### src/rtl/hangman_guess_issuer.sv
// Front end for the Game_Logic core: collects the secret word from keypad
// strobes, arms the core, issues de-duplicated guesses through a one-deep
// pending buffer and tracks the win/loss outcome of the round.
module hangman_guess_issuer #(
  parameter int ACK_TIMEOUT = 8
) (
  input  logic        clk_i,
  input  logic        nRst_i,
  input  logic        key_valid_i,
  input  logic [7:0]  key_char_i,
  input  logic        key_enter_i,
  input  logic        key_clear_i,
  input  logic        new_game_i,
  input  logic        game_rdy_i,
  input  logic        red_busy_i,
  input  logic [2:0]  correct_i,
  input  logic [2:0]  incorrect_i,
  output logic [7:0]  guess_o,
  output logic [39:0] setWord_o,
  output logic        toggle_state_o,
  output logic        gameEnd_o,
  output logic        err_o,
  output logic        won_o,
  output logic        lost_o,
  output logic [25:0] guessed_mask_o,
  output logic [2:0]  entry_cnt_o
);

  localparam logic [2:0] S_ENTRY     = 3'd0;
  localparam logic [2:0] S_ARM       = 3'd1;
  localparam logic [2:0] S_PLAY      = 3'd2;
  localparam logic [2:0] S_WAIT_ACK  = 3'd3;
  localparam logic [2:0] S_WAIT_DONE = 3'd4;
  localparam logic [2:0] S_SETTLE    = 3'd5;
  localparam logic [2:0] S_DONE      = 3'd6;
  localparam logic [2:0] S_ENDING    = 3'd7;

  localparam int TW = (ACK_TIMEOUT < 2) ? 1 : $clog2(ACK_TIMEOUT);
  localparam logic [TW-1:0] TMO_LAST = TW'(ACK_TIMEOUT - 1);

  logic [2:0]    state_q, state_d;
  logic [39:0]   word_q, word_d;
  logic [2:0]    cnt_q, cnt_d;
  logic [7:0]    guess_q, guess_d;
  logic [25:0]   mask_q, mask_d;
  logic          pend_v_q, pend_v_d;
  logic [7:0]    pend_c_q, pend_c_d;
  logic [TW-1:0] tmo_q, tmo_d;
  logic          toggle_q, toggle_d;
  logic          gend_q, gend_d;
  logic          err_q, err_d;
  logic          won_q, won_d;
  logic          lost_q, lost_d;

  logic          key_ok;
  logic [7:0]    key_off, pend_off;
  logic [4:0]    key_idx, pend_idx;
  logic          core_idle;

  assign key_ok    = (key_char_i >= 8'h41) && (key_char_i <= 8'h5A);
  assign key_off   = key_char_i - 8'h41;
  assign key_idx   = key_off[4:0];
  assign pend_off  = pend_c_q - 8'h41;
  assign pend_idx  = pend_off[4:0];
  assign core_idle = game_rdy_i && !red_busy_i;

  // Next-state logic for the round controller and all datapath registers
  always_comb begin
    state_d  = state_q;
    word_d   = word_q;
    cnt_d    = cnt_q;
    guess_d  = guess_q;
    mask_d   = mask_q;
    pend_v_d = pend_v_q;
    pend_c_d = pend_c_q;
    tmo_d    = tmo_q;
    toggle_d = 1'b0;
    gend_d   = gend_q;
    err_d    = 1'b0;
    won_d    = won_q;
    lost_d   = lost_q;

    if (new_game_i) begin
      // Abort/finish from anywhere; the core is told via gameEnd.
      state_d = S_ENDING;
      gend_d  = 1'b1;
    end else begin
      case (state_q)
        S_ENTRY: begin
          if (key_clear_i) begin
            word_d = '0;
            cnt_d  = '0;
          end else if (key_enter_i) begin
            if (cnt_q == 3'd5) state_d = S_ARM;
            else               err_d   = 1'b1;
          end else if (key_valid_i) begin
            if (key_ok && cnt_q < 3'd5) begin
              word_d = {word_q[31:0], key_char_i};
              cnt_d  = cnt_q + 3'd1;
            end else begin
              err_d = 1'b1;
            end
          end
        end

        S_ARM: begin
          // guess is still zero here, so the confirm pulse sees a clean bus.
          if (game_rdy_i) begin
            toggle_d = 1'b1;
            state_d  = S_PLAY;
          end
        end

        S_PLAY: begin
          if (pend_v_q && core_idle) begin
            guess_d          = pend_c_q;
            mask_d[pend_idx] = 1'b1;
            pend_v_d         = 1'b0;
            tmo_d            = '0;
            state_d          = S_WAIT_ACK;
          end
        end

        S_WAIT_ACK: begin
          // Guess and mask bit stay even if the core never acknowledges.
          if (red_busy_i) begin
            state_d = S_WAIT_DONE;
          end else if (tmo_q == TMO_LAST) begin
            err_d   = 1'b1;
            state_d = S_PLAY;
          end else begin
            tmo_d = tmo_q + 1'b1;
          end
        end

        S_WAIT_DONE: begin
          if (core_idle) state_d = S_SETTLE;
        end

        S_SETTLE: begin
          // Counters have had a cycle to settle; a win outranks a loss.
          if (correct_i == 3'd5) begin
            won_d   = 1'b1;
            state_d = S_DONE;
          end else if (incorrect_i == 3'd6) begin
            lost_d  = 1'b1;
            state_d = S_DONE;
          end else begin
            state_d = S_PLAY;
          end
        end

        S_ENDING: begin
          if (core_idle) begin
            gend_d   = 1'b0;
            guess_d  = '0;
            word_d   = '0;
            mask_d   = '0;
            pend_v_d = 1'b0;
            pend_c_d = '0;
            cnt_d    = '0;
            won_d    = 1'b0;
            lost_d   = 1'b0;
            tmo_d    = '0;
            state_d  = S_ENTRY;
          end
        end

        default: ;  // S_DONE: keys ignored until new_game
      endcase

      // Guess keys during the round: checked against the mask after any
      // issue this cycle, so a key arriving with an issue refills the buffer.
      if (key_valid_i && (state_q == S_PLAY || state_q == S_WAIT_ACK ||
                          state_q == S_WAIT_DONE || state_q == S_SETTLE)) begin
        if (!key_ok || mask_d[key_idx] ||
            (pend_v_d && pend_c_d == key_char_i)) begin
          err_d = 1'b1;
        end else if (pend_v_d) begin
          err_d = 1'b1;
        end else if (state_q == S_PLAY && state_d == S_PLAY && core_idle) begin
          // Empty buffer and idle core: bypass straight to the core.
          guess_d         = key_char_i;
          mask_d[key_idx] = 1'b1;
          tmo_d           = '0;
          state_d         = S_WAIT_ACK;
        end else begin
          pend_v_d = 1'b1;
          pend_c_d = key_char_i;
        end
      end
    end
  end

  // State and output registers, synchronous active-low reset
  always_ff @(posedge clk_i) begin
    if (!nRst_i) begin
      state_q  <= S_ENTRY;
      word_q   <= '0;
      cnt_q    <= '0;
      guess_q  <= '0;
      mask_q   <= '0;
      pend_v_q <= 1'b0;
      pend_c_q <= '0;
      tmo_q    <= '0;
      toggle_q <= 1'b0;
      gend_q   <= 1'b0;
      err_q    <= 1'b0;
      won_q    <= 1'b0;
      lost_q   <= 1'b0;
    end else begin
      state_q  <= state_d;
      word_q   <= word_d;
      cnt_q    <= cnt_d;
      guess_q  <= guess_d;
      mask_q   <= mask_d;
      pend_v_q <= pend_v_d;
      pend_c_q <= pend_c_d;
      tmo_q    <= tmo_d;
      toggle_q <= toggle_d;
      gend_q   <= gend_d;
      err_q    <= err_d;
      won_q    <= won_d;
      lost_q   <= lost_d;
    end
  end

  assign guess_o        = guess_q;
  assign setWord_o      = word_q;
  assign toggle_state_o = toggle_q;
  assign gameEnd_o      = gend_q;
  assign err_o          = err_q;
  assign won_o          = won_q;
  assign lost_o         = lost_q;
  assign guessed_mask_o = mask_q;
  assign entry_cnt_o    = cnt_q;

endmodule

### config.mk
export PLATFORM = sky130hd
export DESIGN_NAME = hangman_guess_issuer
export DESIGN_NICKNAME = d
export VERILOG_FILES = /design/src/rtl/hangman_guess_issuer.sv
export SDC_FILE = /design/constraint.sdc
export NUM_CORES = 1
export LEC_CHECK = 0
export ABC_AREA = 0
export BUFFER_PORTS_ARGS = -buffer_cell sky130_fd_sc_hd__clkbuf_2
export CAP_MARGIN = 30
export CORE_AREA = 2 2 101 113
export DETAILED_ROUTE_END_ITERATION = 8
export DIE_AREA = 0 0 103 115
export PLACE_DENSITY_LB_ADDON = 0.2
export SLEW_MARGIN = 20
export SYNTH_ARGS = -nofsm -noshare
export SYNTH_HDL_FRONTEND = slang
export SYNTH_SLANG_ARGS = --single-unit
### constraint.sdc
create_clock -name clk_i -period 2.7 [get_ports clk_i]
set_clock_uncertainty 0.1 [all_clocks]
set_input_delay 0.135 -clock clk_i [delete_from_list [all_inputs] [get_ports clk_i]]
set_output_delay 0.135 -clock clk_i [all_outputs]
set_load 0.005 [all_outputs]
==> summary.md <==
| Metric | Value |
|---|---|
| Worst min path class | input port to register |
| Pre-Repair DR Iteration Count | 5 |
| Post-Syn Instances | 674 |
| Worst skew pair latency | about 360 ps |
| Final setup fails | 14 |
| Status | complete, but fails checks |
| Final #Nets | roughly 880 |
| Area leader, netlist | dfxtp_1 |
| Final Hold Vio Count | 0 |
| Mapped Area | roughly 5200 um2 |
| Sw power | 0.00104 W |
| Syn Nets | just over 700 |
| Critical Path RT | between 2000 and 3000 ps |
| Max-Cap Viols | 0 |
| #FFs+latches synth | just under 100 |
| CP Buf/Inv Count | 2 |
| Share of the synthesized area in the top cell type | 37.1% |
| Failing checks | setup timing |
| IO buf count | 103 |
| Initial antenna violation count | 0 |
| Max FO, Critical Path | 15 |
| Worst Tran Pin Value | 890 ps |
| Hpwl dp | between 10,000 and 15,000 um |
| Initial Utilization | 48.9% |
| Post-route DRC | 0 |
| Pin count of the biggest net entering global routing | 44 |
| Top FF cell, synth | dfxtp_1 |
| Met3 Track Usage GR | under 10% |
| Slew headroom | between 40 and 50% |
| Final Cycle Share | 102% |
| Critical path endpoint category | register |
| First-pass GRT wire length | between 20,000 and 30,000 um |
| CP startpoint kind | register |
| Finished Core Util | between 60% and 70% |
| Synth unique cells | 71 |
| Pleak | ~3.1 nW |
| Filler cells | 919 |
| CTS H-tree depth | 3 |
| Worst VDD drop | around 0.4 mV |
| Register share of total power | 44.0% |
| Final Wtd Congestion | about 0.98 |
| Share of layout cells above drive strength 1 | 35.0% |
| Wirelength per Cell | 17.8 um |
| Chip height | ~120 um |
| Total GRT Usage | 30.3% |
| Met1 usage | about two fifths |
| Syn avg cell area | between 7 and 8 um2 |
| CTS buffer count | 9 |
| CTS tree | done |
| Sequential share of the synthesized area | between 30% and 40% |
| Top achievable clock speed | approximately 360 MHz |
| Core area | around 11,000 um2 |
| Total placed instance area | 6570 um2 |
| Top Ports | 104 |
| Yosys Warn Count | 0 |
| Top cells by area, synth | dfxtp_1, nand2_1, a21oi_1, o211a_1, o21ai_0 |
| Unrepaired setup endpoints after global routing | yes |
| Final WS setup | -55.6 ps |
| GRT overflow | 0 |
| Crit path max-delay family | simple AND/OR/NAND/NOR gates |
| Net switching share of the total power | between 30 and 40% |
| Ant. Diodes | 0 |
| Die area | ~12,000 um2 |
| Clock-pin slew on the worst setup and hold paths | roughly 80 ps |
| Vias in the first global route | ~5,400 |
| Crit path DAT | 2930 ps |
| Post-route cell area | between 7000 and 8000 um2 |
| Final wirelength | ~18,000 um |
| Number of vias per cell | approximately 5.8 |
| Met2 usage | 49.3% |
| Critical-path cell list | or3b_4 -> nor4b_4 -> buf_6 -> a22o_1 -> o2111ai_1 -> mux2i_1 -> nor4_4 -> nand3_2 -> buf_8 -> a31oi_4 -> o221ai_1 |
| Combinational Power Share | around 18% |
| Root Driver | clkbuf_16 |
| CTS sink cnt | 97 |
| Die width | about 100 um |
| Clock power share | between 30% and 40% |
| P_int | approximately 0.0024 W |
| Post-synth EDFFs | 0 |
| Max stage delay on crit path | between 400 and 500 ps |
| Initial DRC Count | between 300 and 400 |
| Fraction of registers with async set or reset after synthesis | 0% |
| Busiest grt layer | met2 |
| Slew Limit Fails | 0 |
| CTS Buffer Depth | 2 |
| CP max-delay cell | or3b_4 |
| P&R area growth vs syn | 39.6% |
| Final min period | between 2000 and 3000 ps |
| P per Cell Area | around 470 nW/um2 |
| Worst setup path class | register to register |
| Antenna-violating nets left | 0 |
| Row count | 40 |
| Vias | approximately 5,800 |
## cell type report
| type | instances | area [um2] | share of cell area, % |
|---|---|---|---|
| clock buffer | 9 | 225 | 3.08 |
| clock inverter | 7 | 78.8 | 1.08 |
| inverter | 18 | 67.6 | 0.924 |
| multi-input combinational | 505 | 3300 | 45.1 |
| sequential | 97 | 1950 | 26.7 |
| tap | 147 | 184 | 2.52 |
| timing repair buffer | 221 | 1510 | 20.6 |
## stage by stage
stage | setup TNS (ps) | hold WS, ps | std cells | total power, W | worst slack [ps]
finish | -389 | 116 | 1004 | 0.00345 | -55.6
global route | -2890 | 133 | 1004 | 0.00358 | -132
CTS | -129 | 106 | 996 | 0.00344 | -34.1
detailed placement | -7280 | 281 | 974 | 0.00210 | -320
global placement | -7570 | 270 | 974 | 0.00209 | -272
floorplan | 0 | 171 | 674 | 0.00185 | 13.0
## routing by layer
metal	vias up	part of all wire, %
met5	-	0
met4	0	4.8
met3	59	5.9
met2	245	48
met1	2736	42
li1	2778	-
## kinds of logic (layout without fill, tap and decap cells)
family / after synthesis / in the layout / share of synthesized area [%]
AO/OA/AOI/OAI: 219 / 219 / 29.2
XOR/XNOR: 3 / 3 / 0.502
adder cells (fa/ha/maj): 8 / 8 / 1.91
buffers and inverters: 72 / 255 / 5.85
flip-flops: 97 / 97 / 37.1
multiplexers: 4 / 4 / 0.765
AND/OR/NAND/NOR: 271 / 271 / 24.7
## power by group through the flow
stage	Clock, W	Combinational [W]	Sequential [W]
CTS	0.00134	0.000583	0.00152
floorplan	0	0.000312	0.00154
finish	0.00132	0.000614	0.00152
global placement	0	0.000549	0.00154
detailed placement	0	0.000555	0.00155
global route	0.00139	0.000663	0.00152
## cells in the mapped netlist (11+ instances only)
library cell,count
o211ai_1,11
nor2_1,46
a22o_1,13
dfxtp_1,97
a21oi_1,56
o211a_1,23
clkbuf_1,35
nand3_1,17
buf_2,11
o21ai_0,43
nand2_1,134
inv_1,18
a221oi_1,11
## state kept, by name, summed over array words and instances (netlist names)
name            count
setWord_o          40
guessed_mask_o     26
guess_o             8
pend_c_q            8
entry_cnt_o         3
state_q             3
tmo_q               3
err_o               1
gameEnd_o           1
lost_o              1
pend_v_q            1
toggle_state_o      1
won_o               1
## worst reg2reg max path, cell delays in order (launching register included)
cell	delay, ps
dfxtp_4	380
or3b_4	410
nor4b_4	260
buf_6	200
a22o_1	170
o2111ai_1	110
mux2i_1	260
nor4_4	90
nand3_2	140
buf_8	180
a31oi_4	140
o221ai_1	230
## cells in the final DEF, fill, tap and decap left out, types with 5 or more instances in the layout
cell type,count
inv_1,17
dfxtp_1,92
buf_4,100
clkbuf_16,9
nor3_1,7
a221oi_1,9
o211ai_1,11
nand3_1,13
buf_6,8
ha_1,8
o21ai_1,16
nand2_1,133
a31oi_1,5
and2_1,7
nor2_1,42
o211a_1,23
nand4_1,7
nor2b_1,7
buf_12,5
o21ai_2,8
o21ai_0,21
a21oi_1,54
a22o_1,12
clkbuf_2,103
## path summary, 6_finish.rpt
kind	end	startpoint	cells past startpoint	slack, ps
setup / recovery	guess_o[1]	pend_v_q	11	-60
hold / removal	setWord_o[1]	key_char_i[1]	4	120
setup reg to reg	guess_o[1]	pend_v_q	11	-60
hold reg to reg	setWord_o[36]	setWord_o[36]	2	360
## what timing repair did
action,4_1_cts,5_1_grt
endpoints found under the hold margin,3,0
gates cloned,1,0
buffers inserted,2,8
hold buffers,3,0
pin swaps,10,10
gates resized for setup,45,46
endpoints found under the setup margin,46,47
Power figures use the tool's default switching activity.
